--- src/rtl/lsu_stage_if.sv ---
// AXI4-Lite master bundle used by the load/store stage towards memory.
interface lsu_stage_if;
  logic [31:0] araddr;
  logic        arvalid;
  logic        arready;
  logic [31:0] rdata;
  logic        rvalid;
  logic        rready;
  logic [31:0] awaddr;
  logic        awvalid;
  logic        awready;
  logic [31:0] wdata;
  logic [3:0]  wstrb;
  logic        wvalid;
  logic        wready;
  logic        bvalid;
  logic        bready;

  modport master (
    output araddr, arvalid, rready, awaddr, awvalid, wdata, wstrb, wvalid, bready,
    input  arready, rdata, rvalid, awready, wready, bvalid
  );

  modport slave (
    input  araddr, arvalid, rready, awaddr, awvalid, wdata, wstrb, wvalid, bready,
    output arready, rdata, rvalid, awready, wready, bvalid
  );
endinterface

--- src/rtl/lsu_stage.sv ---
// Load/store stage: one outstanding access at a time over AXI4-Lite, result
// registered towards commit. Non-memory ops pass the ALU result through.
module lsu_stage (
  input  logic        clock,
  input  logic        reset,
  input  logic        valid_pre_i,
  output logic        ready_pre_o,
  output logic        valid_post_o,
  input  logic        ready_post_i,
  input  logic        mem_ren_i,
  input  logic        mem_wen_i,
  input  logic [2:0]  funct3_i,
  input  logic [31:0] addr_i,
  input  logic [31:0] wdata_i,
  input  logic [31:0] alu_result_i,
  output logic [31:0] result_o,
  lsu_stage_if.master axi
);

  localparam logic [2:0] StIdle   = 3'd0;
  localparam logic [2:0] StRdAddr = 3'd1;
  localparam logic [2:0] StRdData = 3'd2;
  localparam logic [2:0] StWrReq  = 3'd3;
  localparam logic [2:0] StWrResp = 3'd4;
  localparam logic [2:0] StDone   = 3'd5;

  logic [2:0]  state_q, state_d;
  logic [31:0] result_q, result_d;
  logic        aw_pend_q, aw_pend_d;
  logic        w_pend_q, w_pend_d;
  logic [2:0]  funct3_q;
  logic [31:0] addr_q;
  logic [31:0] wdata_q;
  logic        accept;
  logic [7:0]  load_byte;
  logic [15:0] load_half;
  logic [31:0] load_data;

  assign accept = valid_pre_i && (state_q == StIdle);

  always_ff @(posedge clock) begin
    if (reset) begin
      state_q   <= StIdle;
      result_q  <= '0;
      aw_pend_q <= 1'b0;
      w_pend_q  <= 1'b0;
    end else begin
      state_q   <= state_d;
      result_q  <= result_d;
      aw_pend_q <= aw_pend_d;
      w_pend_q  <= w_pend_d;
    end
  end

  always_ff @(posedge clock) begin
    if (accept) begin
      funct3_q <= funct3_i;
      addr_q   <= addr_i;
      wdata_q  <= wdata_i;
    end
  end

  always_comb begin
    load_byte = axi.rdata[{addr_q[1:0], 3'b000} +: 8];
    load_half = addr_q[1] ? axi.rdata[31:16] : axi.rdata[15:0];
    case (funct3_q)
      3'b000:  load_data = {{24{load_byte[7]}}, load_byte};
      3'b100:  load_data = {24'd0, load_byte};
      3'b001:  load_data = {{16{load_half[15]}}, load_half};
      3'b101:  load_data = {16'd0, load_half};
      default: load_data = axi.rdata;
    endcase
  end

  always_comb begin
    case (funct3_q)
      3'b000: begin
        axi.wstrb = 4'b0001 << addr_q[1:0];
        axi.wdata = {4{wdata_q[7:0]}};
      end
      3'b001: begin
        axi.wstrb = 4'b0011 << {addr_q[1], 1'b0};
        axi.wdata = {2{wdata_q[15:0]}};
      end
      default: begin
        axi.wstrb = 4'b1111;
        axi.wdata = wdata_q;
      end
    endcase
  end

  always_comb begin
    state_d   = state_q;
    result_d  = result_q;
    aw_pend_d = aw_pend_q;
    w_pend_d  = w_pend_q;
    case (state_q)
      StIdle: begin
        if (accept) begin
          // A request with both ren and wen set is treated as a load.
          if (mem_ren_i) begin
            state_d = StRdAddr;
          end else if (mem_wen_i) begin
            state_d   = StWrReq;
            aw_pend_d = 1'b1;
            w_pend_d  = 1'b1;
          end else begin
            state_d  = StDone;
            result_d = alu_result_i;
          end
        end
      end
      StRdAddr: if (axi.arready) state_d = StRdData;
      StRdData: begin
        if (axi.rvalid) begin
          result_d = load_data;
          state_d  = StDone;
        end
      end
      StWrReq: begin
        if (aw_pend_q && axi.awready) aw_pend_d = 1'b0;
        if (w_pend_q && axi.wready) w_pend_d = 1'b0;
        if (!aw_pend_d && !w_pend_d) state_d = StWrResp;
      end
      StWrResp: begin
        if (axi.bvalid) begin
          result_d = '0;
          state_d  = StDone;
        end
      end
      StDone:   if (ready_post_i) state_d = StIdle;
      default:  state_d = StIdle;
    endcase
  end

  // Handshake outputs decode registered state only; reset forces the idle view.
  assign ready_pre_o  = reset || (state_q == StIdle);
  assign valid_post_o = !reset && (state_q == StDone);
  assign axi.arvalid  = !reset && (state_q == StRdAddr);
  assign axi.rready   = !reset && (state_q == StRdData);
  assign axi.awvalid  = !reset && (state_q == StWrReq) && aw_pend_q;
  assign axi.wvalid   = !reset && (state_q == StWrReq) && w_pend_q;
  assign axi.bready   = !reset && (state_q == StWrResp);
  assign axi.araddr   = addr_q;
  assign axi.awaddr   = addr_q;
  assign result_o     = reset ? 32'd0 : result_q;

endmodule

--- src/flat_wrapper.sv ---
// flat-port wrapper written by rule: the top's interface ports become plain ports
module lsu_stage_flat 
  (clock, reset, valid_pre_i, ready_pre_o, valid_post_o, ready_post_i, mem_ren_i, mem_wen_i, funct3_i, addr_i, wdata_i, alu_result_i, result_o, axi_araddr, axi_arvalid, axi_rready, axi_awaddr, axi_awvalid, axi_wdata, axi_wstrb, axi_wvalid, axi_bready, axi_arready, axi_rdata, axi_rvalid, axi_awready, axi_wready, axi_bvalid);
  lsu_stage_if axi_i ();
  input  logic clock;
  input  logic reset;
  input  logic valid_pre_i;
  output logic ready_pre_o;
  output logic valid_post_o;
  input  logic ready_post_i;
  input  logic mem_ren_i;
  input  logic mem_wen_i;
  input  logic [2:0] funct3_i;
  input  logic [31:0] addr_i;
  input  logic [31:0] wdata_i;
  input  logic [31:0] alu_result_i;
  output logic [31:0] result_o;
  output wire logic [$bits(axi_i.araddr)-1:0] axi_araddr;
  output wire logic [$bits(axi_i.arvalid)-1:0] axi_arvalid;
  output wire logic [$bits(axi_i.rready)-1:0] axi_rready;
  output wire logic [$bits(axi_i.awaddr)-1:0] axi_awaddr;
  output wire logic [$bits(axi_i.awvalid)-1:0] axi_awvalid;
  output wire logic [$bits(axi_i.wdata)-1:0] axi_wdata;
  output wire logic [$bits(axi_i.wstrb)-1:0] axi_wstrb;
  output wire logic [$bits(axi_i.wvalid)-1:0] axi_wvalid;
  output wire logic [$bits(axi_i.bready)-1:0] axi_bready;
  input wire logic [$bits(axi_i.arready)-1:0] axi_arready;
  input wire logic [$bits(axi_i.rdata)-1:0] axi_rdata;
  input wire logic [$bits(axi_i.rvalid)-1:0] axi_rvalid;
  input wire logic [$bits(axi_i.awready)-1:0] axi_awready;
  input wire logic [$bits(axi_i.wready)-1:0] axi_wready;
  input wire logic [$bits(axi_i.bvalid)-1:0] axi_bvalid;
  assign axi_araddr = axi_i.araddr;
  assign axi_arvalid = axi_i.arvalid;
  assign axi_rready = axi_i.rready;
  assign axi_awaddr = axi_i.awaddr;
  assign axi_awvalid = axi_i.awvalid;
  assign axi_wdata = axi_i.wdata;
  assign axi_wstrb = axi_i.wstrb;
  assign axi_wvalid = axi_i.wvalid;
  assign axi_bready = axi_i.bready;
  assign axi_i.arready = axi_arready;
  assign axi_i.rdata = axi_rdata;
  assign axi_i.rvalid = axi_rvalid;
  assign axi_i.awready = axi_awready;
  assign axi_i.wready = axi_wready;
  assign axi_i.bvalid = axi_bvalid;
  lsu_stage u_core (.clock(clock), .reset(reset), .valid_pre_i(valid_pre_i), .ready_pre_o(ready_pre_o), .valid_post_o(valid_post_o), .ready_post_i(ready_post_i), .mem_ren_i(mem_ren_i), .mem_wen_i(mem_wen_i), .funct3_i(funct3_i), .addr_i(addr_i), .wdata_i(wdata_i), .alu_result_i(alu_result_i), .result_o(result_o), .axi(axi_i));
endmodule
--- config.mk ---
export PLATFORM = sky130hd
export DESIGN_NAME = lsu_stage_flat
export DESIGN_NICKNAME = d
export VERILOG_FILES = /design/src/rtl/lsu_stage_if.sv /design/src/rtl/lsu_stage.sv /design/src/flat_wrapper.sv
export SDC_FILE = /design/constraint.sdc
export NUM_CORES = 1
export LEC_CHECK = 0
export ABC_CLOCK_PERIOD_IN_PS = 8200
export CORE_MARGIN = 10
export CORE_UTILIZATION = 43
export CTS_CLUSTER_SIZE = 14
export DETAILED_ROUTE_END_ITERATION = 12
export GPL_ROUTABILITY_DRIVEN = 0
export GPL_TIMING_DRIVEN = 1
export PLACE_DENSITY = 0.91
export RECOVER_POWER = 25
export SLEW_MARGIN = 20
export SYNTH_ARGS = -nofsm -noshare
export SYNTH_HDL_FRONTEND = slang
export SYNTH_SLANG_ARGS = --single-unit
--- constraint.sdc ---
create_clock -name clock -period 8.2 [get_ports clock]
set_clock_uncertainty 0.2 [all_clocks]
set_input_delay 2.05 -clock clock [delete_from_list [all_inputs] [get_ports clock]]
set_output_delay 2.05 -clock clock [all_outputs]
set_load 0.03 [all_outputs]
Yosys cells after proc, flatten, opt, wreduce, memory -nomap -nowiden --
Cells that the tools add are included.
Word-level totals: register bits 104, bits in latches 0, RAM bits 0, bits in read-only memories 0, input port bits 142, output and inout port bits 139, memories 0
Cells by class: add/sub/neg operators 0, multipliers 0, div/mod/pow operators 0, magnitude comparators 0, equal/unequal tests 17, shifts and indexed selects 3, multiplexer cells 29, bitwise gates (word level) 0, reductions and logical operators 22
Operators by type and width (number):
- $mux 32 | 6
- $pmux 32 s4 | 1
- $pmux 32 s3 | 1
- $pmux 32 s2 | 1
- $shiftx 32x6->8 | 1
- $mux 3 | 8
- $pmux 3 s6 | 1
- $mux 16 | 1
- $ne 2x2->1 const B | 7
- $eq 3x3->1 const B | 4
- $reduce_and 6->1 | 2
- $logic_and 1x1->1 | 11
- $pmux 4 s2 | 1
- $mux 1 | 7
- $eq 3x1->1 const B | 2
- $eq 3x2->1 const B | 2
- $logic_not 3->1 | 2
- $ne 2x1->1 const B | 2
- $pmux 1 s2 | 2
- $reduce_and 4->1 | 1
- $shl 1x2->4 const A | 1
- $shl 2x2->4 const A | 1
- $logic_not 1->1 | 3
- $reduce_bool 3->1 | 1
- other kinds (2) | 2

Depth between registers and ports, before layout --
Gate-level depths: netlist of the first run.
word-level depth 7, mapped depth 7

Worst setup path after synthesis of the first run --
OpenSTA, ideal clock, no wires.
path kind input to output, start point in reset, end point out axi_awvalid, arrival time 3316 ps, slack 2634 ps, stages on the path 2, cell sequence clkbuf_1 -> nor4b_1
On the way: longest elaborated chain between the ends 3
RTL lines:
- start, declared | line flat_wrapper.sv:6 | input logic reset;
- $logic_not 1->1 | line lsu_stage.sv:141 | assign axi.awvalid = !reset && (state_q == StWrReq) && aw_pend_q;
- $logic_and 1x1->1 (2 in a row) | line lsu_stage.sv:141
- end, declared | line flat_wrapper.sv:22 | output wire logic [$bits(axi_i.awvalid)-1:0] axi_awvalid;
No other way between the ends.

Final worst setup path of the first run --
start point in valid_pre_i, end point reg u_core.addr_q[1], in the netlist u_core.axi.araddr[1], enable pin
On the way: longest elaborated chain between the ends 1
RTL lines:
- start, declared | line flat_wrapper.sv:7 | input logic valid_pre_i;
- $logic_and 1x1->1 | line lsu_stage.sv:39 | assign accept = valid_pre_i && (state_q == StIdle);
- net u_core.accept | line lsu_stage.sv:34 | logic accept;
- end signal, assigned | line lsu_stage.sv:58 | addr_q <= addr_i;
- end, declared | line lsu_stage.sv:32 | logic [31:0] addr_q;
The timed path passes the listed nets, and every way through them passes these cells. A chain may end at the register's enable or synchronous reset.

==> flow_summary.json, run 1 <==
{
  "die_h_um": 132,
  "insertion_delay_ns": 0.35,
  "grt_pass1_wl_um": 32900,
  "dr_total_vias": 4954,
  "drc": 0,
  "fmax_mhz": 161,
  "tns_ns": 0,
  "path_cells": "dlygate4sd3_1, and2_0",
  "cts_max_path_buffers": 2,
  "final.min_clock_period_ns": 6.23,
  "core_um2": 12200,
  "post-place-ws_ns": 2.21,
  "synth_cell_types": 61,
  "crit_path_start_kind": "input port",
  "cts_root_buf": "clkbuf_16",
  "hpwl_um": 17400,
  "wire_per_inst_um": 25.0,
  "overflow": 0,
  "hold_violations": 0,
  "pwr-share-seq": 0.404,
  "dieArea_um2": 17500,
  "irDropWorstVdd_mv": 0.152,
  "leakagePower_nw": 2.88,
  "synthToLayoutAreaGrowth_pct": 52.6,
  "numCtsBuffers": 9,
  "mostFrequentLayoutCell": "clkdlybuf4s50_1",
  "worst-path-max-fanout": 67,
  "h-tree-depth": 3,
  "drive_above_1_share": 0.0852,
  "ys.warnings.count": 0,
  "p_switching_mw": 0.581,
  "synth_area_leaders": "edfxtp_1, dfxtp_1, buf_4",
  "hp-class": "register to register",
  "cp-end-kind": "register",
  "p_comb_frac": 0.340,
  "timing.max_cap.violations": 1,
  "final_util": 0.680,
  "vias_per_cell": 5.58,
  "p_int_mw": 1.12,
  "cts_resized": 0,
  "critPathKind": "input port to register",
  "cts_tree": "yes",
  "cp_top_family": "simple AND/OR/NAND/NOR gates",
  "port_buffers": 280,
  "synth_seq_cells": 104,
  "wl_um": 22200,
  "cts_hold_buffers": 0,
  "postCtsSetupRepairBufs": 0,
  "worst_pin_slew_ns": 4.39,
  "antenna_found_initial": 4,
  "finalSetupViolations": 0,
  "ys_seq_area_frac": 0.508,
  "drt_iter0_drc": 301,
  "crit_arrival_ns": 5.87,
  "synth-main-ff-cell": "edfxtp_1",
  "clock_power_share": 0.256,
  "std_cell_rows": 40,
  "drtPass1Iterations": 5,
  "period_share": 0.759,
  "yosys.area.top_type": "edfxtp_1",
  "rsz0062_at_grt": "false",
  "syn-cell-area_um2": 5420,
  "cp.required_ns": 7.84,
  "start_util": 0.446,
  "report.final.slew_viol_count": 68,
  "synth_edf_count": 67,
  "async_flop_share": 0,
  "outcome": "complete, but fails checks",
  "slowest_stage": "and2_0",
  "grt_max_degree": 68,
  "r2r_cells": 2,
  "hold_depth": 2,
  "dieWidth_um": 132,
  "synth.top_cell.area_share": 0.371,
  "path_depth": 2,
  "setup_slack_ns": 1.97,
  "stdcell_area_um2": 8270,
  "clkSinkCount": 104,
  "synth.avg_cell_area_um2": 10.9,
  "final_nets": 853,
  "p_sw_frac": 0.342,
  "violations": "max-capacitance violations, max-slew violations",
  "max_stage_delay_ns": 3.15,
  "powerDensity_nw_per_um2": 205,
  "slew_headroom": -1.92,
  "grt_pass1_vias": 5255,
  "clk_pin_slew_ns": 0.07,
  "synth_cells": 496,
  "dpl_cell_area_um2": 7960,
  "ant_nets": 0,
  "io_pins": 281,
  "postSynthNetCount": 638,
  "cp.buffers_inverters": 1,
  "grt.total_usage": 0.242,
  "most-common-layout-cells": "clkdlybuf4s50_1, dlygate4sd3_1, edfxtp_1"
}
## cell families after synthesis
family	after synthesis	synth area share
AOI/OAI and AO/OA	128	0.173
xor gates and xnor gates	1	0.00162
buffers and inverters	85	0.0942
DFF	104	0.508
muxes	40	0.0810
and+or+nand+nor	138	0.142
## Yosys cell counts, drive strengths merged (7+ instances only)
cell,instances
edfxtp,67
buf,55
a21oi,37
dfxtp,37
nor2b,36
o21ai,32
nor2,31
clkbuf,23
nand2,22
mux2,21
mux2i,19
nand4,17
a311oi,16
o311ai,16
nor3,8
inv,7
o221ai,7
## per-stage QoR
stage / hold WS [ns] / power, mW / std cells
2_1_floorplan: 0.252 / 1.03 / 496
3_3_place_gp: 0.267 / 1.25 / 868
3_5_place_dp: 0.282 / 1.27 / 868
4_1_cts: 0.292 / 1.71 / 884
5_1_grt: 0.317 / 1.76 / 886
6_report: 0.291 / 1.70 / 888
## power by group through the flow
| stage | registers [mW] | clock network (mW) | logic, mW |
|---|---|---|---|
| 3_5_place_dp | 0.687 | 0 | 0.580 |
| 6_report | 0.686 | 0.436 | 0.577 |
| 3_3_place_gp | 0.683 | 0 | 0.569 |
| 5_1_grt | 0.692 | 0.456 | 0.608 |
| 4_1_cts | 0.679 | 0.441 | 0.586 |
| 2_1_floorplan | 0.695 | 0 | 0.334 |
## metal layers
metal | wire length, µm | track usage | share of wire | vias up
li1 | - | - | - | 2263
met1 | 8000 | 0.251 | 0.36 | 2366
met3 | 2010 | 0.0884 | 0.090 | 35
met4 | 693 | 0.0935 | 0.031 | 0
met5 | 0 | 0 | 0 | -
met2 | 11500 | 0.435 | 0.52 | 290
## path summary, 6_finish.rpt
check,startpoint,to,slack [ns]
worst max-delay path,valid_pre_i,u_core.axi.araddr[1],1.97
worst min-delay path,u_core.aw_pend_q,u_core.aw_pend_q,0.29
worst max register to register,u_core.state_q[2],u_core.axi.araddr[1],3.49
worst min register to register,u_core.aw_pend_q,u_core.aw_pend_q,0.29
## layout make-up
class / count / area (µm²)
antenna: 4 / 10.0
clock buffer: 12 / 246
clock inverter: 4 / 53.8
fill: 866 / 3890
inverter: 7 / 26.3
multi-input combinational: 307 / 2160
sequential: 104 / 2750
tap: 168 / 210
timing repair buffer: 282 / 2810
## sequential cells by signal, indices dropped and copies added, names as in the netlist
register,flops
u_core.w_pend_q,1
u_core.funct3_q,3
u_core.wdata_q,32
u_core.aw_pend_q,1
u_core.axi.araddr,32
u_core.result_q,32
u_core.state_q,3
No activity file was read; power rests on OpenSTA's default activity.
==> run 2: changes to the inputs <==
- ABC_CLOCK_PERIOD_IN_PS: 8200 -> 5900
- CORE_UTILIZATION: 43 -> 40
- PLACE_DENSITY: 0.91 -> 0.86
- clock period: 8.2 -> 5.9 ns (I/O delays scaled with it)
==> run 2 against run 1 <==
  * The flow now finishes without violations
  * Clock power rose by 59%
  * Cell count rose by 0.68%
  * Sequential cell count did not move
  * Count of clock-buffer cells in the layout fell by 3
  * Setup slack got worse by 0.70 ns
  * Design area rose by 0.57%
  * Via count fell by 0.24%
  * Global-route usage fell by 3.2 points
  * Register-to-register slack got worse by 0.94 ns
  * Non-clock buffer count rose by 1
  * Critical path depth rose by 2
  * Critical endpoint is now axi_arvalid
  * Largest cell class unchanged
==> flow_summary.json, run 2 (synthesized netlist as in run 1, its figures left out) <==
{
  "hp-class": "register to register",
  "dr_total_vias": 4942,
  "critPathKind": "input port to primary output",
  "final.min_clock_period_ns": 4.63,
  "hpwl_um": 15700,
  "wire_per_inst_um": 22.7,
  "drc": 0,
  "holdCritStartpoint": "u_core.w_pend_q",
  "powerDensity_nw_per_um2": 292,
  "final_nets": 854,
  "period_share": 0.784,
  "vias_per_cell": 5.53,
  "ant_nets": 0,
  "worst_pin_slew_ns": 1.41,
  "cts_resized": 0,
  "most-common-layout-cells": "clkdlybuf4s50_1, dlygate4sd3_1, edfxtp_1",
  "finalSetupViolations": 0,
  "hold_depth": 2,
  "reg2reg_slack_ns": 2.55,
  "fmax_mhz": 216,
  "rsz0062_at_grt": "false",
  "start_util": 0.409,
  "mostFrequentLayoutCell": "clkdlybuf4s50_1",
  "cts_hold_buffers": 0,
  "timing.max_cap.violations": 0,
  "leakagePower_nw": 2.91,
  "hold_violations": 0,
  "cts_tree": "yes",
  "clkSinkCount": 104,
  "cts_max_path_buffers": 2,
  "timing.rr.end": "u_core.result_q[5]",
  "port_buffers": 280,
  "irDropWorstVdd_mv": 0.191,
  "grt_pass1_vias": 5142,
  "tns_ns": 0,
  "io_pins": 281,
  "overflow": 0,
  "crit_arrival_ns": 2.95,
  "cp.required_ns": 4.22,
  "grt_pass1_wl_um": 29900,
  "setup_slack_ns": 1.27,
  "post-place-ws_ns": 0.921,
  "dieArea_um2": 18600,
  "wl_um": 20300,
  "r2r_cells": 4,
  "grt_max_degree": 68,
  "worst-path-max-fanout": 60,
  "die_h_um": 136,
  "drive_above_1_share": 0.0866,
  "drt_iter0_drc": 398,
  "insertion_delay_ns": 0.35,
  "slew_headroom": 0.0563,
  "numCtsBuffers": 9,
  "h-tree-depth": 3,
  "crit_path_start_kind": "input port",
  "antenna_found_initial": 1,
  "core_um2": 13200,
  "drtPass1Iterations": 6,
  "dieWidth_um": 136,
  "grt.total_usage": 0.210,
  "cp-end-kind": "primary output",
  "r2r_start": "u_core.state_q[1]",
  "cts_root_buf": "clkbuf_16",
  "std_cell_rows": 42,
  "synthToLayoutAreaGrowth_pct": 53.5,
  "report.final.slew_viol_count": 0,
  "postCtsSetupRepairBufs": 0,
  "timing.hold.worst_endpoint": "u_core.w_pend_q",
  "outcome": "finished clean",
  "clk_pin_slew_ns": 0.07
}
## run 2: cell types whose count changed in the layout (fill, tap and decap cells not counted), sizes merged
cell,change
bufinv,+2
clkbuf,-3
buf,+1
clkinvlp,-1
inv,+1
diode,-2
## run 2: power by group
| part | internal [mW] | switching (mW) |
|---|---|---|
| sequential | 0.873 | 0.0607 |
| clock | 0.416 | 0.276 |
| combinational | 0.330 | 0.469 |
| total | 1.62 | 0.806 |
## run 2: final cells by class
cell class / count / area [µm²]
sequential: 104 / 2750
clock inverter: 6 / 115
multi-input combinational: 307 / 2150
inverter: 7 / 26.3
timing repair buffer: 283 / 2820
fill: 1040 / 4920
clock buffer: 9 / 225
tap: 176 / 220
antenna: 2 / 5.00
## run 2: layer usage
metal,routed length [µm],track usage
met1,6970,0.211
met2,9950,0.367
met3,2960,0.109
met4,444,0.0710
met5,0,0
## run 2: how the worst max path moves through the flow
stage | start | to | slack, ns | cells after the start
6_report | reset | axi_arvalid | 1.27 | 4
5_1_grt | reset | valid_post_o | 1.21 | 4
4_1_cts | reset | axi_arvalid | 0.92 | 4
3_5_place_dp | reset | axi_arvalid | 0.92 | 4
3_3_place_gp | reset | valid_post_o | 1.04 | 4
2_1_floorplan | reset | axi_awvalid | 1.48 | 2
## run 2: worst max-delay path, stage by stage
cell and delay [ns]:
buf_4 0.50, nor2_1 0.14, and3_1 0.23, clkdlybuf4s50_1 0.59
## run 2: metrics by stage
step / std cells / utilization / total power [mW] / hold WS [ns] / cell area [µm²]
2_1_floorplan: 496 / - / 1.43 / 0.252 / 5420
3_3_place_gp: 877 / 0.602 / 1.74 / 0.269 / 7980
3_5_place_dp: 877 / 0.602 / 1.76 / 0.293 / 7980
4_1_cts: 892 / 0.628 / 2.45 / 0.307 / 8320
5_1_grt: 893 / 0.628 / 2.53 / 0.336 / 8320
6_report: 894 / 0.628 / 2.43 / 0.302 / 8320
